$ cat src/rtl/bla_subtractor_seq.sv
// rtl/bla_subtractor_seq.sv - 16-bit nibble-serial subtractor (a - b - bin); optional ovf output under SUB_OVF_FLAG_EN
module bla_subtractor_seq (
    input  logic        clk,
    input  logic        rst_n,
    input  logic        in_valid,
    output logic        in_ready,
    input  logic [15:0] a,
    input  logic [15:0] b,
    input  logic        bin,
    output logic        out_valid,
    input  logic        out_ready,
    output logic [15:0] d,
    output logic        bout,
    output logic        zero
`ifdef SUB_OVF_FLAG_EN
    ,
    output logic        ovf
`endif
);

    typedef enum logic [1:0] {
        IDLE = 2'd0,
        CALC = 2'd1,
        DONE = 2'd2
    } state_t;

    state_t      state_q;
    logic [2:0]  k_q;
    logic [15:0] a_q;
    logic [15:0] b_q;
    logic        borrow_q;
    logic [15:0] d_q;
    logic        bout_q;
    logic        zero_q;
    logic        in_ready_q;
    logic        out_valid_q;
`ifdef SUB_OVF_FLAG_EN
    logic        ovf_q;
`endif

    logic [3:0]  nib_a;
    logic [3:0]  nib_b;
    logic [3:0]  p;
    logic [3:0]  g;
    logic [4:0]  c;
    logic [3:0]  nib_d;
    logic [15:0] d_d;
    logic        borrow_d;

    // One 4-bit lookahead stage computing a + ~b + ~borrow on nibble k.
    always_comb begin
        nib_a = a_q[{k_q[1:0], 2'b00} +: 4];
        nib_b = b_q[{k_q[1:0], 2'b00} +: 4];
        p     = nib_a ^ ~nib_b;
        g     = nib_a & ~nib_b;
        c[0]  = ~borrow_q;
        c[1]  = g[0] | (p[0] & c[0]);
        c[2]  = g[1] | (p[1] & g[0]) | (p[1] & p[0] & c[0]);
        c[3]  = g[2] | (p[2] & g[1]) | (p[2] & p[1] & g[0])
              | (p[2] & p[1] & p[0] & c[0]);
        c[4]  = g[3] | (p[3] & g[2]) | (p[3] & p[2] & g[1])
              | (p[3] & p[2] & p[1] & g[0]) | (p[3] & p[2] & p[1] & p[0] & c[0]);
        nib_d = p ^ c[3:0];
        borrow_d = ~c[4];
        d_d = d_q;
        d_d[{k_q[1:0], 2'b00} +: 4] = nib_d;
    end

    // k = 0..3 process nibbles; k = 4 is the finalize step that publishes the flags.
    always_ff @(posedge clk or negedge rst_n) begin
        if (!rst_n) begin
            state_q     <= IDLE;
            k_q         <= 3'd0;
            a_q         <= 16'h0000;
            b_q         <= 16'h0000;
            borrow_q    <= 1'b0;
            d_q         <= 16'h0000;
            bout_q      <= 1'b0;
            zero_q      <= 1'b0;
            in_ready_q  <= 1'b1;
            out_valid_q <= 1'b0;
`ifdef SUB_OVF_FLAG_EN
            ovf_q       <= 1'b0;
`endif
        end else begin
            case (state_q)
                IDLE: begin
                    if (in_valid) begin
                        a_q        <= a;
                        b_q        <= b;
                        borrow_q   <= bin;
                        k_q        <= 3'd0;
                        in_ready_q <= 1'b0;
                        state_q    <= CALC;
                    end
                end
                CALC: begin
                    if (k_q == 3'd4) begin
                        bout_q      <= borrow_q;
                        zero_q      <= (d_q == 16'h0000);
`ifdef SUB_OVF_FLAG_EN
                        ovf_q       <= (a_q[15] != b_q[15]) && (d_q[15] != a_q[15]);
`endif
                        out_valid_q <= 1'b1;
                        state_q     <= DONE;
                    end else begin
                        d_q      <= d_d;
                        borrow_q <= borrow_d;
                        k_q      <= k_q + 3'd1;
                    end
                end
                DONE: begin
                    if (out_ready) begin
                        out_valid_q <= 1'b0;
                        in_ready_q  <= 1'b1;
                        state_q     <= IDLE;
                    end
                end
                default: begin
                    out_valid_q <= 1'b0;
                    in_ready_q  <= 1'b1;
                    state_q     <= IDLE;
                end
            endcase
        end
    end

    assign in_ready  = in_ready_q;
    assign out_valid = out_valid_q;
    assign d         = d_q;
    assign bout      = bout_q;
    assign zero      = zero_q;
`ifdef SUB_OVF_FLAG_EN
    assign ovf       = ovf_q;
`endif

endmodule
$ cat config.mk
export PLATFORM = sky130hd
export DESIGN_NAME = bla_subtractor_seq
export DESIGN_NICKNAME = d
export VERILOG_FILES = /design/src/rtl/bla_subtractor_seq.sv
export SDC_FILE = /design/constraint.sdc
export NUM_CORES = 1
export LEC_CHECK = 0
export BUFFER_PORTS_ARGS = -buffer_cell sky130_fd_sc_hd__buf_2
export CAP_MARGIN = 20
export CORE_UTILIZATION = 50
export DETAILED_ROUTE_END_ITERATION = 12
export PLACE_DENSITY_LB_ADDON = 0.05
export SYNTH_ARGS = -nofsm -noshare
export SYNTH_HDL_FRONTEND = slang
export SYNTH_SLANG_ARGS = --single-unit
$ cat constraint.sdc
create_clock -name clk -period 2.4 [get_ports clk]
set_input_delay 0.12 -clock clk [delete_from_list [all_inputs] [get_ports clk]]
set_output_delay 0.12 -clock clk [all_outputs]
set_load 0.01 [all_outputs]
# After elaboration in Yosys (flattened, before gate mapping)
# Cells that the tools add are included.
dict set report word_totals {
  wordCells 85
  out_inout_bits 20
  inputBits 37
  register_bits 58
}
dict set report classes {
  eq_ne 7
  shift 4
  n_mux 17
  reduce_logical 10
  add_sub_neg 2
  bitwise_logic 35
}
# cell n
set ops {}
lappend ops {{$shiftx 16x5->4} 2}
lappend ops {{$and 1x1->1} 16}
lappend ops {{$bwmux 16} 1}
lappend ops {{$logic_not 16->1} 1}
lappend ops {{$shift 4x6->16 const A} 1}
lappend ops {{$shiftx 4x6->16} 1}
lappend ops {{$reduce_and 3->1} 4}
lappend ops {{$or 1x1->1} 10}
lappend ops {{$ne 2x2->1 const B} 4}
lappend ops {{$xor 4x4->4} 2}
lappend ops {{$mux 1} 6}
lappend ops {{$mux 2} 3}
lappend ops {{$mux 3} 2}
lappend ops {{$neg 4->6} 1}
lappend ops {{$pmux 1 s3} 2}
lappend ops {{$pmux 2 s3} 1}
lappend ops {{$pmux 3 s2} 1}
lappend ops {{$reduce_and 2->1} 3}
lappend ops {{$not 1->1} 5}
lappend ops {{$and 4x4->4} 1}
lappend ops {{$not 4->4} 1}
lappend ops {{$add 3x1->3 const B} 1}
lappend ops {{$eq 3x3->1 const B} 1}
lappend ops {{$eq 2x1->1 const B} 1}
lappend ops {{4 further kinds} 4}

# Depth between registers and ports, before layout
dict set report depth {
  word_depth 11
  depth_mapped 9
  mapped_depth_nobuf 7
}

# Worst setup path after synthesis
# OpenSTA, ideal clock, no wires.
dict set report synth_timing {
  kind {register to register}
  start {register k_q[0]}
  end {register d_q[3], in the netlist d[3]}
  t_required_ns 2.264
  path_slack_ns -0.050
  n_path_buf 2
  arrival_ns 2.314
  setup_time_ns 0.136
  path_stages_with_launch 9
  period_less_slack_ns 2.450
  cell_sequence {dfrtp_1 buf_2 buf_4 mux4_2 ha_1 o21ai_0 a21oi_1 o211ai_1 o31ai_1}
}
dict set report synth_via {
  elab_chain_cells 10
  elab_cells_between_ends 28
  cone_classes {1 x add/sub; 1 x eq/ne; 4 x shift; 1 x mux; 20 x bitwise; 1 x reduce/logical}
}
# item line
set synth_lines {}
lappend synth_lines {{from (decl)} 28} ;# logic [2:0] k_q;
lappend synth_lines {{from (signal assigned)} 109} ;# k_q <= k_q + 3'd1;
lappend synth_lines {{$shiftx 16x5->4} 53} ;# nib_b = b_q[{k_q[1:0], 2'b00} +: 4];
lappend synth_lines {{$not 4->4} {54, 55}}
lappend synth_lines {{$xor 4x4->4 or $and 4x4->4 (tied branches)} {54, 55}}
lappend synth_lines {{$and 1x1->1 (on tied branches)} {59, 60}}
lappend synth_lines {{$or 1x1->1 (tied with other cells)} 59} ;# c[3] = g[2] | (p[2] & g[1]) | (p[2] & p[1] & g[0])
lappend synth_lines {{$or 1x1->1 or $and 1x1->1 (tied branches)} {59, 60}}
lappend synth_lines {{$or 1x1->1} 60} ;# | (p[2] & p[1] & p[0] & c[0]);
lappend synth_lines {{$xor 4x4->4} 63} ;# nib_d = p ^ c[3:0];
lappend synth_lines {{$shiftx 4x6->16} 66} ;# d_d[{k_q[1:0], 2'b00} +: 4] = nib_d;
lappend synth_lines {{$bwmux 16} 66}
lappend synth_lines {{to (signal assigned)} 77} ;# d_q <= 16'h0000;
lappend synth_lines {{to (signal assigned)} 107} ;# d_q <= d_d;
lappend synth_lines {{to (decl)} 32} ;# logic [15:0] d_q;
# Several ways; a longest one is shown, not always the timed one.
# A chain may end at the register's enable or synchronous reset.

# Worst setup path after layout
dict set report layout_timing {
  start {register k_q[0]}
  end {register d_q[7], in the netlist d[7]}
}
# The elaborated chain is that of the path after synthesis.

==> results.tsv <==
metric	value	unit
fraction of final layout cells sized beyond drive strength 1	41.99	%
Final Util	66.62	%
Max Clk Rate	0.4257	GHz
setup TNS	0	ps
Ys Warns	0	
Lkg Pwr	1.739	nW
I/O pin cnt	57	
Critical R2R Launch	k_q[0]	
worst slew pin tran	678.2	ps
vias in the first global route	2152	
Worst Path Required	2640	ps
gr usage total	22.98	%
Critical Path Fanout Max	6	
Die X-Extent	78.65	um
gp weighted congestion	0.7705	
Reg2Reg Setup Slack	50	ps
Setup CP Type	flip-flop to flip-flop	
port bufs	56	
CTS max path bufs	2	
Critical Path Start	k_q[0]	
R2R depth	8	
Mapped Area	0.002938	mm^2
worst setup margin	50.99	ps
drc violations	0	
top post-synthesis cells by area	dfrtp_1 49%, mux2_2 8.0%, mux4_2 6.1%	
Post-synth EDFFs	0	
Reg2Reg Capture Point	d[7]	
synthesis-to-finish area growth	26.41	%
sequential cell area	0.001453	mm^2
syn_nets	276	
Max Cap Viol	0	
hold-critical path endpoint	b_q[0]	
Yosys top cell by area	dfrtp_1	
grt ovf	0	
Synth Register Bits	58	
skew final	6.834	ps
outcome	completed	
DR vias	2093	
post-detail-place hpwl	4451	um
pwr/cell area	1651	mW/mm^2
crit end category	flip-flop	
# placed instances	355	
HP Class	input pin to flip-flop	
initial antenna violation count	0	
Die ar.	0.006186	mm^2
internal power	3.612	mW
dpl ws	62.49	ps
first-pass GRT wire length	10470	um
Net Switching	2.520	mW
DRT Pass-1 Iters	4	
area of the multi-input gates	0.001415	mm^2
Layout Cells excl Fill	384	
clk slew on worst S/H paths	60	ps
post-synth top area share	48.55	%
Initial Util	52.70	%
Skew-Pair Late Insertion Delay	340	ps
setup violators final	0	
Net Sw Frac	41.10	%
sequential share of power	28.7	%
Main synth FF type	dfrtp_1	
worst vdd ir	0.8944	mV
Clock power frac	16.2	%
# nets final	357	
routed len/inst	16.53	um
Routed WL	6347	um
Hold Crit Depth	2	
worst hold start	b[0]	
max-slew violation count	0	
Power, Total	6.133	mW
Comb pwr share	55.0	%
vias per cell	5.451	
core region area	0.005574	mm^2
Iteration-0 DRC Markers	54	
H-tree depth	3	
CTS Sinks	58	
Worst slew margin	54.79	%
Mapped Cells	227	
Mean Syn Cell Area	12.94	um^2
Die Y	78.65	um
Setup crit start kind	flip-flop	
Unique masters post-synth	41	
Fin. Hold Viols	0	
# diodes	0	
row count	27	
ANT nets after route	0	
largest net degree at the start of global routing	34	
register area share after synthesis	49.45	%
Period minus WS final	2349	ps
CTS root buffer	clkbuf_8	
Num CTS Buffers	9	
CTS tree	built	
Tcrit/Tclk final	97.88	%
fill count	453	
Async SR Flop Fraction	100.0	%
Data arrival, critical path	2590	ps
## power by group through the flow
stage | Sequential [mW] | Combinational, mW | Clock, mW
floorplan | 1.69 | 2.27 | 0
global placement | 1.78 | 3.02 | 0
detailed placement | 1.78 | 3.06 | 0
CTS | 1.77 | 3.10 | 1.01
global route | 1.83 | 3.71 | 1.05
finish | 1.76 | 3.38 | 0.994
## worst max-delay path by stage
| stage | cells past startpoint | to | slack [ps] |
|---|---|---|---|
| CTS | 8 | d[7] | 30 |
| detailed placement | 8 | d[7] | 60 |
| global placement | 7 | d[3] | 130 |
| global route | 8 | d[7] | -70 |
| floorplan | 8 | d[3] | 3 |
| finish | 8 | d[7] | 50 |
## metrics by stage
| step | area [um^2] | hold slack [ps] |
|---|---|---|
| after floorplan | 2942 | -175.6 |
| after global placement | 3317 | 190.8 |
| after detailed placement | 3317 | 189.4 |
| after CTS | 3660 | 1.350 |
| after global routing | 3714 | 11.01 |
| final | 3714 | 13.62 |
## layer usage
metal | vias up | global-route usage [%] | routed length, um | part of all wire (%)
met5 | - | 0 | 0 | 0
li1 | 993 | - | - | -
met2 | 54 | 37.39 | 3179 | 50
met1 | 1031 | 29.19 | 2712 | 43
met4 | 0 | 10.93 | 178 | 2.8
met3 | 15 | 4.884 | 277 | 4.4
## synth_stat cells, types with 3 or more instances
library cell	n
dfrtp_1	57
mux2_2	21
nand2_1	20
nor2_1	14
mux2_1	12
ha_1	11
inv_1	9
mux4_2	8
nand2b_1	8
o21ai_0	7
o31ai_1	6
a32o_1	5
buf_4	5
o41ai_2	5
nor4_1	4
nand3_4	3
## worst max-delay path, stage by stage, from the launching register on
cell       delay, ps
dfrtp_1          360
buf_6            140
mux4_2           550
ha_1             330
nor2b_1          150
o2111ai_1        200
o211ai_1         110
buf_4            170
o31ai_2          240
## final cells by class
class                           instances  area share, %
Sequential cell                        58          39.12
Multi-Input combinational cell        151          38.11
Timing Repair Buffer                   79          13.44
Clock buffer                           14          5.189
Tap cell                               72          2.426
Inverter                                9         0.9097
Clock inverter                          1         0.8086
## layout by cell type, fill, tap and decap left out, types with 2 or more instances in the layout
master,count
mux2i_1,2
buf_2,56
o31ai_1,4
a21oi_1,2
clkbuf_8,14
nor4_1,4
inv_1,8
nor2_1,14
nand2_1,20
dlygate4sd3_1,12
a32o_1,5
mux2_1,12
o31ai_2,2
buf_4,9
nand3_4,3
nand2b_1,8
nand3_2,2
dfrtp_1,57
mux2_2,21
ha_4,2
o2111ai_1,2
nand3_1,2
xor2_1,2
o21ai_0,7
mux4_2,8
o41ai_2,5
ha_1,9
## flip-flops by register name, summed over array words and instances, names as in the netlist
signal	cells
k_q	3
state_q	2
bout	1
b_q	16
borrow_q	1
in_ready	1
a_q	16
out_valid	1
d	16
zero	1
## cells by family (layout without fill, tap and decap cells)
group / count (synthesis) / in the layout / share of synthesized area, %
AOI/OAI and AO/OA: 33 / 33 / 9.796
xor gates and xnor gates: 2 / 2 / 0.5964
adders and majority gates: 12 / 12 / 5.366
buffers and inverters: 18 / 103 / 3.577
DFF: 58 / 58 / 49.45
muxes: 43 / 43 / 19.46
and+or+nand+nor: 61 / 61 / 11.76
## timing repair
item,in CTS,in global routing
gates resized for setup,0,6
buffers inserted,0,2
setup endpoints to repair,0,6
hold buffers,12,0
endpoints found under the hold margin,40,0
(Power assumes the default switching activity.)
